`src/rtl/fetch_unit.sv`:
```
// Instruction fetch: credit-limited in-order requests into a DEPTH-entry
// instruction buffer; a redirect empties the buffer and drains stale responses.
module fetch_unit #(
  parameter logic [31:0] RESET_PC = 32'h0000_0000,
  parameter int unsigned DEPTH    = 2
) (
  input  logic        clk,
  input  logic        rst_n,
  output logic        imem_req_valid,
  input  logic        imem_req_ready,
  output logic [31:0] imem_req_addr,
  input  logic        imem_rsp_valid,
  input  logic [31:0] imem_rsp_data,
  input  logic        redirect_valid,
  input  logic [31:0] redirect_pc,
  output logic        instr_valid,
  input  logic        instr_ready,
  output logic [31:0] instr,
  output logic [31:0] instr_pc,
  output logic [31:0] instr_pc_plus4
);
  localparam int CW = $clog2(DEPTH + 1);
  localparam int PW = (DEPTH > 1) ? $clog2(DEPTH) : 1;

  typedef enum logic [1:0] {IDLE, RUN, FLUSH} state_e;
  typedef struct packed {
    logic [31:0] pc;
    logic [31:0] data;
  } entry_t;

  state_e        state_q, state_d;
  logic [31:0]   fetch_pc_q, fetch_pc_d;
  logic [31:0]   rsp_pc_q, rsp_pc_d;
  logic [CW-1:0] outst_q, outst_d, stale_q, stale_d, count_q, count_d;
  logic [PW-1:0] head_q, head_d, tail_q, tail_d;
  entry_t        buf_q [DEPTH];
  entry_t        buf_d [DEPTH];
  logic          redir, req_fire, rsp_dec, push, pop;
  logic [CW:0]   credit_used;
  logic [31:0]   target_pc;
  logic          redirect_lsb_unused;

  function automatic logic [PW-1:0] ptr_inc(logic [PW-1:0] p);
    return (p == PW'(DEPTH - 1)) ? '0 : p + PW'(1);
  endfunction

  // Outstanding requests plus buffered words never exceed DEPTH, so every
  // response accepted in RUN is guaranteed a free buffer slot.
  assign credit_used    = {1'b0, outst_q} + {1'b0, count_q};
  assign imem_req_valid = (state_q == RUN) && !redirect_valid &&
                          (credit_used < (CW+1)'(DEPTH));
  assign imem_req_addr  = fetch_pc_q;
  assign instr_valid    = (count_q != '0);
  assign instr          = buf_q[head_q].data;
  assign instr_pc       = buf_q[head_q].pc;
  assign instr_pc_plus4 = buf_q[head_q].pc + 32'd4;

  assign target_pc           = {redirect_pc[31:2], 2'b00};
  assign redirect_lsb_unused = ^redirect_pc[1:0];

  always_comb begin
    state_d    = state_q;
    fetch_pc_d = fetch_pc_q;
    rsp_pc_d   = rsp_pc_q;
    stale_d    = stale_q;
    head_d     = head_q;
    tail_d     = tail_q;
    buf_d      = buf_q;

    redir    = redirect_valid && (state_q != IDLE);
    req_fire = imem_req_valid && imem_req_ready;
    rsp_dec  = imem_rsp_valid && (outst_q != '0);
    push     = imem_rsp_valid && (state_q == RUN) && !redirect_valid;
    pop      = instr_valid && instr_ready;

    outst_d = outst_q + CW'(req_fire) - CW'(rsp_dec);
    count_d = count_q + CW'(push) - CW'(pop);

    if (req_fire) fetch_pc_d = fetch_pc_q + 32'd4;
    if (push) begin
      buf_d[tail_q] = '{pc: rsp_pc_q, data: imem_rsp_data};
      tail_d        = ptr_inc(tail_q);
      rsp_pc_d      = rsp_pc_q + 32'd4;
    end
    if (pop) head_d = ptr_inc(head_q);

    case (state_q)
      IDLE:  state_d = RUN;
      RUN:   state_d = RUN;
      FLUSH: begin
        if (imem_rsp_valid && (stale_q != '0)) stale_d = stale_q - CW'(1);
        if (stale_d == '0) state_d = RUN;
      end
      default: state_d = IDLE;
    endcase

    // Responses still in flight belong to the old path; count them so
    // FLUSH can drop exactly that many before fetching resumes.
    if (redir) begin
      fetch_pc_d = target_pc;
      rsp_pc_d   = target_pc;
      head_d     = '0;
      tail_d     = '0;
      count_d    = '0;
      stale_d    = outst_q - CW'(rsp_dec);
      state_d    = (stale_d != '0) ? FLUSH : RUN;
    end
  end

  always_ff @(posedge clk or negedge rst_n) begin
    if (!rst_n) begin
      state_q    <= IDLE;
      fetch_pc_q <= RESET_PC;
      rsp_pc_q   <= RESET_PC;
      outst_q    <= '0;
      stale_q    <= '0;
      count_q    <= '0;
      head_q     <= '0;
      tail_q     <= '0;
      for (int i = 0; i < DEPTH; i++) buf_q[i] <= '0;
    end else begin
      state_q    <= state_d;
      fetch_pc_q <= fetch_pc_d;
      rsp_pc_q   <= rsp_pc_d;
      outst_q    <= outst_d;
      stale_q    <= stale_d;
      count_q    <= count_d;
      head_q     <= head_d;
      tail_q     <= tail_d;
      buf_q      <= buf_d;
    end
  end
endmodule

```
`config.mk`:
```
export PLATFORM = sky130hd
export DESIGN_NAME = fetch_unit
export DESIGN_NICKNAME = d
export VERILOG_FILES = /design/src/rtl/fetch_unit.sv
export SDC_FILE = /design/constraint.sdc
export NUM_CORES = 1
export LEC_CHECK = 0
export CAP_MARGIN = 0
export CORE_ASPECT_RATIO = 0.7
export CORE_UTILIZATION = 52
export CTS_CLUSTER_SIZE = 25
export DETAILED_ROUTE_END_ITERATION = 10
export PLACE_DENSITY = 0.81
export SLEW_MARGIN = 30
export SYNTH_ARGS = -nofsm -noshare
export SYNTH_HDL_FRONTEND = slang
export SYNTH_SLANG_ARGS = --single-unit
export TNS_END_PERCENT = 50
```
`constraint.sdc`:
```
create_clock -name clk -period 3.9 [get_ports clk]
set_input_delay 0.78 -clock clk [delete_from_list [all_inputs] [get_ports clk]]
set_output_delay 0.78 -clock clk [all_outputs]
set_load 0.1 [all_outputs]
```
==> reports/summary.txt <==
Status = completed
Final #Nets = 1,153
Max Clock Skew = 0.0158 ns
Largest net degree at the start of global routing = 96
DRT Pass-1 Iters = 5
Gr usage total = 25.6%
Fillers = 1,320
Synth cell types = 54
Clk slew on worst S/H paths = 0.08 ns
WS Path Type = reg -> out
Cts hold-fix bufs = 0
Period Utilization, post-route = 96.1%
Initial DRC Count = 474
HPWL Detailed = 17.1 mm
TritonCTS clock tree = yes
Critical Path AT = 2.97 ns
Row cnt = 41
Top delay family on crit path = buffers and inverters
Final Hold Slack = 0.359 ns
Ys async rst share = 100%
Chip Height = 118 um
Setup_tns = 0 ns
Port Buf Inserts = 191
Synth area leader = dfrtp_1
Antenna cells = 0
Htree depth = 4
Register area share after synthesis = 48.7%
Num Clock Sinks = 194
Die W = 167 um
Vias = 7,502
Root Driver = clkbuf_16
Remaining antenna violation count = 0
Most frequent cells after synthesis = dfrtp_1, mux2_2, a21oi_1
Remaining Overflow, GRT = 0
DRC viols = 0
Critical path launch point type = register
Synth top area share = 48.7%
Layout cells sized above 1 = 33.1%
Non-filler cells, final = 1,322
Vias per inst = 5.67
Worst relative slew slack = 34.2%
Routability cong. = 0.889
# setup viols final = 0
Fmax = 0.267 GHz
Initial Util = 54.2%
Critical Path RT = 3.12 ns
Buffers plus inverters on the worst setup path = 5
Worst hold-check path type = in -> async
Worst Path Max Fanout = 8
Worst path max stage delay = 0.49 ns
Sequential cell area = 4860 sq um
Placed cells = 1,282
Synth Flop Type = dfrtp_1
Final Max Tran Viols = 0
Post-Syn Area = 9960 sq um
DIE AREA = 19,700 sq um
Crit. End Element = primary output
Num CTS Buffers = 17
Instance count of the mapped netlist = 873
Top-level I/O count = 200
Area Growth Syn to Fin = 32.2%
Final hold viol count = 0
Number of flops mapped to enable cells by yosys = 0
Vias in the first global route = 7,498
Tmin final = 3.75 ns
First-pass GRT wire length = 39.8 mm
Initial antenna violation count = 0
Number of synthesized register bits = 194
Worst-Margin Slew = 0.983 ns
Syn. warnings = 0
Area of the multi-input gates = 5130 sq um
Wire per inst = 18.4 um
Synth Area per Inst = 11.4 sq um
Count leader, synth = dfrtp_1
Register-to-register setup slack = 1.10 ns
Cell mode on critical path = buf_4
CP max stage cell = dfrtp_4
Max Cap Viol = 0
DRT Wirelength = 24.3 mm
Critical-path cell list = clkbuf_4 -> buf_4 -> nand4_1 -> a222oi_1 -> buf_4 -> buf_4 -> and4_2 -> nand3_1 -> xnor2_1 -> buf_12
Area contributors post-synth = dfrtp_1, mux2_2, xnor2_1, xor2_1, a21oi_1
Clock latency on the worst-skew pair = 0.44 ns
CTS Buffer Depth = 2
Core ar. = 18,400 sq um
## sequential cells by signal, summed over array words and instances (netlist names)
| register | cells |
|---|---|
| head_q | 1 |
| outst_q | 2 |
| imem_req_addr | 30 |
| state_q | 2 |
| count_q | 2 |
| tail_q | 1 |
| stale_q | 2 |
| buf_q | 124 |
| rsp_pc_q | 30 |
## routing by layer
| metal | up-vias | track usage (%) | routed length, um | part of all wire [%] |
|---|---|---|---|---|
| li1 | 3538 | - | - | - |
| met1 | 3731 | 36.5 | 11300 | 47 |
| met4 | 0 | 6.14 | 223 | 0.92 |
| met3 | 20 | 7.09 | 1620 | 6.6 |
| met2 | 213 | 38.7 | 11200 | 46 |
| met5 | - | 0 | 0 | 0 |
## logic make-up (layout without fill, tap and decap cells)
| family | after synthesis | count (layout) | synth area share, % |
|---|---|---|---|
| simple gates | 234 | 234 | 12.8 |
| flops | 194 | 194 | 48.7 |
| mux | 184 | 184 | 20.7 |
| compound gates | 104 | 104 | 6.24 |
| xor+xnor | 80 | 80 | 7.04 |
| buf+inv | 66 | 274 | 3.14 |
| fa+ha+maj | 10 | 10 | 1.33 |
| other cells | 1 | 6 | 0.0377 |
## cells in the final DEF (no fill, tap or decap), types with 11 or more instances in the layout
cell type / n
and3_1: 13
nand3_1: 42
nand2_1: 34
mux2_2: 164
xor2_1: 35
dfrtp_1: 193
nand4_1: 27
a21oi_1: 52
clkdlybuf4s50_1: 97
clkbuf_16: 17
mux2_1: 11
xnor2_1: 31
buf_12: 24
buf_4: 95
nor2_1: 48
o21ai_0: 12
a31oi_1: 11
inv_1: 20
## path summary, 6_finish.rpt
path	cells past startpoint	to	start
hold reg to reg	1	buf_q[65]$_DFFE_PN0P_	buf_q[65]$_DFFE_PN0P_
max in group asynchronous	2	buf_q[54]$_DFFE_PN0P_	rst_n
hold / removal	1	imem_req_addr[5]$_DFFE_PN0P_	rst_n
min in group clk	1	buf_q[65]$_DFFE_PN0P_	buf_q[65]$_DFFE_PN0P_
setup / recovery	10	instr_pc_plus4[29]	head_q$_DFFE_PN0P_
setup reg to reg	7	imem_req_addr[31]$_DFFE_PN0P_	count_q[0]$_DFF_PN0_
## metrics by stage
stage,setup WS (ns),utilization (%),cell area (sq um)
floorplan,-1.00,-,10300
global placement,0.416,67.9,12500
detailed placement,0.319,67.9,12500
CTS,0.00984,71.2,13100
global route,-0.00274,71.7,13200
finish,0.151,71.7,13200
## area by class of cell
class                           instances  area share, %
Multi-Input combinational cell        618           39.0
Tap cell                              236           2.24
Sequential cell                       194           36.9
Clock buffer                           19           3.44
Timing Repair Buffer                  219           16.7
Inverter                               23          0.703
Clock inverter                         13           1.04
## what timing repair did
item | 4_1_cts | 5_1_grt
pin swaps | 1 | 2
resized for setup | 1 | 9
hold endpoints to repair | 0 | 0
endpoints found under the setup margin | 4 | 8
setup buffers | 1 | 7
Power is left out: the tool's default activity adds up to more than one toggle a clock period on the data nets, which glitch-free logic cannot reach.
